<file path="src/rtl/multiplicador_booth_r4.sv">
// Sequential radix-4 (modified Booth) multiplier, NUM_BITS-wide operands, signed/unsigned at runtime.
// Optional macro MULT_EARLY_EXIT_EN finishes early once every remaining Booth digit is zero.
module multiplicador_booth_r4 #(
  parameter int NUM_BITS = 4
) (
  input  logic                    clk,
  input  logic                    reset,
  input  logic                    start,
  input  logic                    signo,
  input  logic [NUM_BITS-1:0]     multiplicando,
  input  logic [NUM_BITS-1:0]     multiplicador,
  output logic [2*NUM_BITS-1:0]   resultado,
  output logic                    Fin,
  output logic                    ocupado
);

  localparam int E    = (NUM_BITS % 2 == 0) ? NUM_BITS + 2 : NUM_BITS + 1;
  localparam int ITER = E / 2;
  localparam int AW   = E + 2;
  localparam int CW   = $clog2(ITER + 1);

  typedef enum logic [1:0] {S_IDLE, S_CALC, S_DONE} state_t;

  state_t                  r_state;
  logic [AW-1:0]           r_a;
  logic [AW-1:0]           r_m;
  logic [E-1:0]            r_q;
  logic                    r_q1;
  logic [CW-1:0]           r_cnt;
  logic [2*NUM_BITS-1:0]   r_resultado;
  logic                    r_fin;
  logic                    r_ocupado;

  logic [AW-1:0]           w_m_ext;
  logic [E-1:0]            w_q_ext;
  logic [2:0]              w_digit;
  logic [AW-1:0]           w_addend;
  logic [AW-1:0]           w_sum;
  logic [AW-1:0]           w_a_next;
  logic [E-1:0]            w_q_next;
  logic                    w_q1_next;
  logic [2*E+1:0]          w_full;
  logic [2*E+1:0]          w_shifted;
  logic [7:0]              w_shamt;
  logic                    w_last;

  assign w_m_ext = {{(AW-NUM_BITS){signo & multiplicando[NUM_BITS-1]}}, multiplicando};
  assign w_q_ext = {{(E-NUM_BITS){signo & multiplicador[NUM_BITS-1]}}, multiplicador};

  always_comb begin
    w_digit  = {r_q[1:0], r_q1};
    w_addend = '0;
    case (w_digit)
      3'b001, 3'b010: w_addend = r_m;
      3'b011:         w_addend = {r_m[AW-2:0], 1'b0};
      3'b100:         w_addend = -{r_m[AW-2:0], 1'b0};
      3'b101, 3'b110: w_addend = -r_m;
      default:        w_addend = '0;
    endcase
    w_sum     = r_a + w_addend;
    w_a_next  = {w_sum[AW-1], w_sum[AW-1], w_sum[AW-1:2]};
    w_q_next  = {w_sum[1:0], r_q[E-1:2]};
    w_q1_next = r_q[1];
  end

  // When the unretired multiplier bits are uniform, the rest of the work is a pure arithmetic shift.
  always_comb begin
    w_last  = (r_cnt == CW'(ITER - 1));
    w_shamt = '0;
`ifdef MULT_EARLY_EXIT_EN
    begin
      logic [E:0] w_rem;
      logic       w_uniform;
      w_rem     = {w_q_next, w_q1_next};
      w_uniform = 1'b1;
      for (int i = 1; i <= E; i++) begin
        if ((i <= E - 2 * (int'(r_cnt) + 1)) && (w_rem[i] != w_rem[0]))
          w_uniform = 1'b0;
      end
      if (w_uniform) begin
        w_last  = 1'b1;
        w_shamt = 8'(2 * (ITER - 1 - int'(r_cnt)));
      end
    end
`endif
    w_full    = {w_a_next, w_q_next};
    w_shifted = $signed(w_full) >>> w_shamt;
  end

  always_ff @(posedge clk or posedge reset) begin
    if (reset) begin
      r_state     <= S_IDLE;
      r_a         <= '0;
      r_m         <= '0;
      r_q         <= '0;
      r_q1        <= 1'b0;
      r_cnt       <= '0;
      r_resultado <= '0;
      r_fin       <= 1'b0;
      r_ocupado   <= 1'b0;
    end else begin
      case (r_state)
        S_IDLE, S_DONE: begin
          r_fin <= 1'b0;
          if (start) begin
            r_state   <= S_CALC;
            r_a       <= '0;
            r_m       <= w_m_ext;
            r_q       <= w_q_ext;
            r_q1      <= 1'b0;
            r_cnt     <= '0;
            r_ocupado <= 1'b1;
          end else begin
            r_state   <= S_IDLE;
            r_ocupado <= 1'b0;
          end
        end
        S_CALC: begin
          r_a  <= w_a_next;
          r_q  <= w_q_next;
          r_q1 <= w_q1_next;
          if (w_last) begin
            r_state     <= S_DONE;
            r_resultado <= w_shifted[2*NUM_BITS-1:0];
            r_fin       <= 1'b1;
            r_ocupado   <= 1'b0;
          end else begin
            r_cnt <= r_cnt + 1'b1;
          end
        end
        default: begin
          r_state   <= S_IDLE;
          r_fin     <= 1'b0;
          r_ocupado <= 1'b0;
        end
      endcase
    end
  end

  assign resultado = r_resultado;
  assign Fin       = r_fin;
  assign ocupado   = r_ocupado;

endmodule

</file>
<file path="config.mk">
export PLATFORM = sky130hd
export DESIGN_NAME = multiplicador_booth_r4
export DESIGN_NICKNAME = d
export VERILOG_FILES = /design/src/rtl/multiplicador_booth_r4.sv
export SDC_FILE = /design/constraint.sdc
export NUM_CORES = 1
export LEC_CHECK = 0
export ABC_AREA = 1
export CAP_MARGIN = 20
export CORE_ASPECT_RATIO = 1.2
export CORE_MARGIN = 8
export CORE_UTILIZATION = 50
export CTS_BUF_LIST = sky130_fd_sc_hd__clkbuf_4
export DETAILED_ROUTE_END_ITERATION = 8
export HOLD_SLACK_MARGIN = 0.03
export PLACE_DENSITY_LB_ADDON = 0.15
export SYNTH_ARGS = -nofsm -noshare
export SYNTH_HDL_FRONTEND = slang
export SYNTH_SLANG_ARGS = --single-unit
</file>
<file path="constraint.sdc">
create_clock -name clk -period 3.2 [get_ports clk]
set_input_delay 0.32 -clock clk [delete_from_list [all_inputs] [get_ports clk]]
set_output_delay 0.32 -clock clk [all_outputs]
set_load 0.01 [all_outputs]
</file>
==> impl_metrics.yaml, run 1 <==
outcome:
  outcome: "finished clean"
yosys:
  ys_seq_elements: 30
  yosys.area_share.simple_pct: 26.7
  avgSynthCellArea_sq_um: 8.44
  synth_nets: 235
  ys_seq_area_share_pct: 41.8
  synth_xor_area_share_pct: 2.92
  synth_area_leaders: "dfrtp_1, nand2_1, ha_1, nand3_1, inv_1"
  syn_inst: 213
  synth_compound_area_share_pct: 13.4
  yosysWarnings: 0
  synthAdderAreaFrac_pct: 7.38
  yosys_most_used_dff: "dfrtp_1"
  synth_mux_area_share_pct: 0
  synthesis.area_sq_um: 1800
  synth_async_sr_flop_share_pct: 100
  synth_top_family_by_area: "simple AND/OR/NAND/NOR gates"
  synth_top_area_share_pct: 41.8
  synth-edff-count: 0
  synth_top_area_cell: "dfrtp_1"
  ys_types: 31
route:
  drc: 0
  vias: 1455
  viasPerCell: 5.22
  first_pass_iters: 4
  postRouteAntennaNets: 0
  postRouteWirelength_microns: 3630
  wire_per_inst_microns: 13.0
  drtIter0Drc: 70
global_route:
  track_usage_pct: 14.5
  grt_pass1_wl_microns: 6640
  grt_max_degree: 31
  grt_remaining_overflow: 0
  antenna_found_initial: 0
  grt_pass1_vias: 1438
cts:
  hold_buffers: 0
  tritoncts: "built"
  cts-htree-levels: 2
  clock_sinks: 30
  cts_root_buf: "clkbuf_4"
  post_cts_resized: 0
  cts_max_path_buffers: 2
  insertion_delay_ps: 330
  clk_pin_slew_ps: 100
  post-cts-setup-buffers: 0
  cts_buffers: 5
setup_path:
  critical_path_arrival_ps: 2620
  crit_cells: 14
  end_kind: "register"
  crit_path_start: "r_m[0]"
  path_delay_family: "simple AND/OR/NAND/NOR gates"
  cp-start-kind: "register"
  r2r-end: "r_a[6]"
  cp_max_fo: 5
  slowest_stage: "dfrtp_1"
  worstPathRequired_ps: 3430
  reg2reg_slack_ps: 810
  crit_chain: "inv_1 -> ha_1 -> nand3_1 -> xor2_1 -> a22oi_1 -> o311ai_0 -> ha_1 -> nand2_1 -> nor2_1 -> nand2_1 -> o211ai_1 -> nand3_1 -> nand3_1 -> nand2_1"
  crit_end: "r_a[6]"
  reg2reg_depth: 14
  crit_buf_inv: 1
  max_stage_delay_ps: 380
  critPathKind: "reg -> reg"
  timing.rr.start: "r_m[0]"
placed_design:
  io_buffers: 21
  dpl_cell_area_sq_um: 2040
  dp_hpwl_microns: 2780
  place.gp.congestion: 0.933
finish:
  fin_area_sq_um: 2090
  antenna-diode-count: 0
  nNetsFinal: 261
  area_delta_synth_final_pct: 16.3
  nFillCells: 341
  layout-drive-gt1-share_pct: 11.7
sta:
  tns_ps: 0
  whs_ps: 359
  drv_slew: 0
  rsz0062_at_grt: "no"
  finalHoldViolCount: 0
  timing.slew.headroom_pct: 74.5
  finClkSkew_ps: 3.63
  post-route-min-period_ps: 2390
  fmax_mhz: 418
  worstMarginPinSlew_ps: 382
  finalSetupViolCount: 0
  min_period_over_period_pct: 74.7
power:
  p_total_uw: 2560
  power_density_nw_per_um2: 1230
  ir_worst_vdd_mv: 0.661
  p_leak_uw: 0.00103
floorplan:
  io_pins: 22
  die_h_microns: 81.7
  die_x_microns: 70.7
  die-area_sq_um: 5780
  core_area_sq_um: 3540
  num_rows: 24
  start_util_pct: 50.7
worst_hold_path:
  hold_path_class: "in -> async"
flow_run:
  maxCapViolCount: 0
==> report_power, final <==
group	leakage [uW]	internal [uW]	switching (uW)
logic	0.000620	660	992
registers	0.000375	563	125
clock network	0.0000331	90.9	131
==> through the flow <==
stage          instances  util, %  setup WS (ps)
2_1_floorplan        213        -           1010
6_report             279     59.0            809
4_1_cts              279     59.0            793
3_5_place_dp         271     57.5            812
3_3_place_gp         271     57.5            878
5_1_grt              279     59.0            514
==> how the worst min path moves through the flow <==
stage | start | to | slack [ps] | cells after the start
5_1_grt | reset | r_a[4] | 380 | 3
2_1_floorplan | reset | ocupado | 410 | 1
3_3_place_gp | resultado[1] | resultado[1] | 450 | 2
4_1_cts | reset | r_a[4] | 360 | 3
3_5_place_dp | resultado[1] | resultado[1] | 460 | 2
6_report | reset | r_cnt[0] | 360 | 3
==> flip-flops by register name (all words and copies together), names as in the netlist <==
name,cells
r_state,1
r_cnt,2
resultado,8
r_q1,1
ocupado,1
r_m,5
r_a,6
r_q,6
==> metal layers <==
layer / vias up / part of all wire [%] / track usage (%)
met2: 27 / 47 / 24.4
met4: 0 / 2.4 / 6.46
li1: 759 / - / -
met5: - / 0 / 0
met3: 9 / 5.8 / 4.52
met1: 660 / 45 / 16.7
==> synth_stat cells, drive strengths merged, types with 3 or more instances <==
| master | instances |
|---|---|
| a21oi | 4 |
| nor2 | 17 |
| buf | 3 |
| nand2 | 58 |
| nand3 | 20 |
| ha | 9 |
| inv | 29 |
| nand4 | 5 |
| xor2 | 4 |
| dfrtp | 30 |
| o211ai | 3 |
| o21ai | 17 |
==> layout by cell type, fill, tap and decap left out, types with 3 or more instances in the layout <==
master            n
a21oi_1           4
clkbuf_4          6
clkdlybuf4s50_1  21
dfrtp_1          30
ha_1              9
inv_1            24
inv_2             3
nand2_1          56
nand3_1          18
nand4_1           5
nor2_1           12
nor2_4            4
o211ai_1          3
o21ai_0          13
o21ai_2           4
xor2_1            4
==> worst register-to-register path: stages, from the launching register on <==
cell	delay, ps
dfrtp_1	380
inv_1	150
ha_1	210
nand3_1	140
xor2_1	180
a22oi_1	130
o311ai_0	150
ha_1	370
nand2_1	80
nor2_1	100
nand2_1	60
o211ai_1	100
nand3_1	100
nand3_1	80
nand2_1	50
==> final cells by class <==
class | count | area [sq um] | share of cell area [%]
Clock buffer | 6 | 45.0 | 2.16
Clock inverter | 2 | 8.76 | 0.419
Inverter | 29 | 114 | 5.45
Multi-Input combinational cell | 151 | 905 | 43.3
Sequential cell | 30 | 751 | 35.9
Tap cell | 39 | 48.8 | 2.34
Timing Repair Buffer | 22 | 218 | 10.4
==> logic make-up (layout without fill, tap and decap cells) <==
kind of cell | Yosys count | after routing
simple gates | 100 | 100
flops | 30 | 30
fa+ha+maj | 10 | 10
compound gates | 35 | 35
buf+inv | 32 | 59
xor+xnor | 6 | 6
Power figures use the tool's default switching activity.
==> run 2, diff against run 1 <==
- clock period: 3.2 -> 2.43 ns (I/O delays scaled with it)
==> run 2 against run 1 <==
Clock skew rose by 4.7 ps. Clock-buffer cell count down 1. Utilization increased by 1.3 points. Cell area increased by 2.2%. Die area is the same. Via count is 1.6% higher. Non-clock buffer count up 2. Register-to-register slack got worse by 620 ps. Critical path type unchanged. Global-route usage increased by 0.52 points. Wire length is 5.6% higher. Highest routed layer unchanged. Critical endpoint unchanged. First-iteration DRC count rose by 53%.
==> impl_metrics.yaml, run 2 (synthesis results as in run 1) <==
sta:
  finClkSkew_ps: 8.34
  worstMarginPinSlew_ps: 381
  finalHoldViolCount: 0
  tns_ps: 0
  drv_slew: 0
  finalSetupViolCount: 0
  rsz0062_at_grt: "yes"
  min_period_over_period_pct: 92.2
  setup_ws_ps: 190
  timing.slew.headroom_pct: 74.6
  fmax_mhz: 446
  post-route-min-period_ps: 2240
global_route:
  grt_pass1_vias: 1474
  antenna_found_initial: 0
  grt_remaining_overflow: 0
  track_usage_pct: 15.0
  grt_max_degree: 31
  grt_pass1_wl_microns: 6910
setup_path:
  timing.rr.start: "r_m[1]"
  critical_path_arrival_ps: 2470
  cp-start-kind: "register"
  critPathKind: "reg -> reg"
  crit_path_start: "r_m[1]"
  reg2reg_depth: 13
  end_kind: "register"
  worstPathRequired_ps: 2660
  r2r-end: "r_a[6]"
  cp_max_fo: 4
  reg2reg_slack_ps: 190
cts:
  tritoncts: "built"
  cts_root_buf: "clkbuf_4"
  clk_pin_slew_ps: 100
  clock_sinks: 30
  cts_max_path_buffers: 2
  cts-htree-levels: 2
  cts_buffers: 5
  insertion_delay_ps: 330
  hold_buffers: 0
route:
  drc: 0
  first_pass_iters: 4
  wire_per_inst_microns: 13.7
  viasPerCell: 5.28
  drtIter0Drc: 107
  postRouteAntennaNets: 0
  postRouteWirelength_microns: 3840
  vias: 1479
power:
  power_density_nw_per_um2: 1640
  p_leak_uw: 0.00104
  ir_worst_vdd_mv: 0.806
finish:
  layout-drive-gt1-share_pct: 15.4
  area_delta_synth_final_pct: 18.9
  multi_input_area_sq_um: 942
  nFillCells: 332
  final_common_cell: "nand2_1"
  nNetsFinal: 263
  regArea_sq_um: 751
  antenna-diode-count: 0
  largest_reg_flops: 8
  most-common-layout-cells: "nand2_1, dfrtp_1, inv_1"
floorplan:
  die-area_sq_um: 5780
  die_x_microns: 70.7
  io_pins: 22
  num_rows: 24
  start_util_pct: 50.7
  core_area_sq_um: 3540
  die_h_microns: 81.7
flow_run:
  maxCapViolCount: 0
placed_design:
  place.gp.congestion: 0.906
  io_buffers: 21
  dp_worst_setup_slack_ps: 84.3
  dp_hpwl_microns: 2890
worst_hold_path:
  hold_path_class: "in -> async"
outcome:
  outcome: "finished clean"
==> run 2: changes by cell type in the layout (fill, tap and decap cells not counted), sizes merged <==
cell	change
buf	+2
clkbuf	-1
==> run 2: layout make-up <==
class / count / area share (%)
clock inverter: 2 / 0.469
inverter: 29 / 5.33
timing repair buffer: 24 / 10.9
multi-input combinational: 151 / 44.1
sequential: 30 / 35.1
clock buffer: 5 / 1.76
tap: 39 / 2.28
==> run 2: power by group <==
group	internal, uW	switching, uW	leakage, uW	total (uW)
clock network	104	176	0.0000308	280
registers	741	166	0.000375	908
logic	935	1380	0.000633	2320
==> run 2: routing by layer <==
metal / global-route usage (%) / share of wire (%)
met4: 5.21 / 1.1
met5: 0 / 0
met2: 25.3 / 48
met3: 4.76 / 5.2
met1: 17.8 / 46
==> run 2: critical path, cell delays in order, from the launching register on <==
cell and delay [ps]:
dfrtp_1 410, inv_2 90, ha_4 150, nand3_4 100, xor2_2 160, a22oi_1 160, o311ai_1 130, ha_1 370
a21oi_1 210, o211ai_1 140, inv_1 70, nand2_1 40, nand3_1 70, nand2_1 50
==> run 2: metrics by stage <==
step	cells	utilization [%]	power, uW	hold WS, ps	cell area, sq um
6_report	280	60.3	3500	287	2140
5_1_grt	280	60.3	3900	318	2140
4_1_cts	279	59.0	3420	292	2090
3_5_place_dp	272	57.7	3120	459	2040
3_3_place_gp	272	57.7	3100	454	2040
2_1_floorplan	213	-	2610	334	1800
==> run 2: worst max path at each step <==
stage               cells after the start     end  slack, ps
CTS                                    14  r_a[6]         40
detailed placement                     14  r_a[6]         80
floorplan                              14  r_a[6]        240
global placement                       14  r_a[6]        160
finish                                 13  r_a[6]        190
global route                           14  r_a[6]        -10
==> run 2: repair_timing <==
item / CTS / global route
resized for setup: 0 / 11
setup endpoints to repair: 0 / 3
setup buffers: 0 / 1
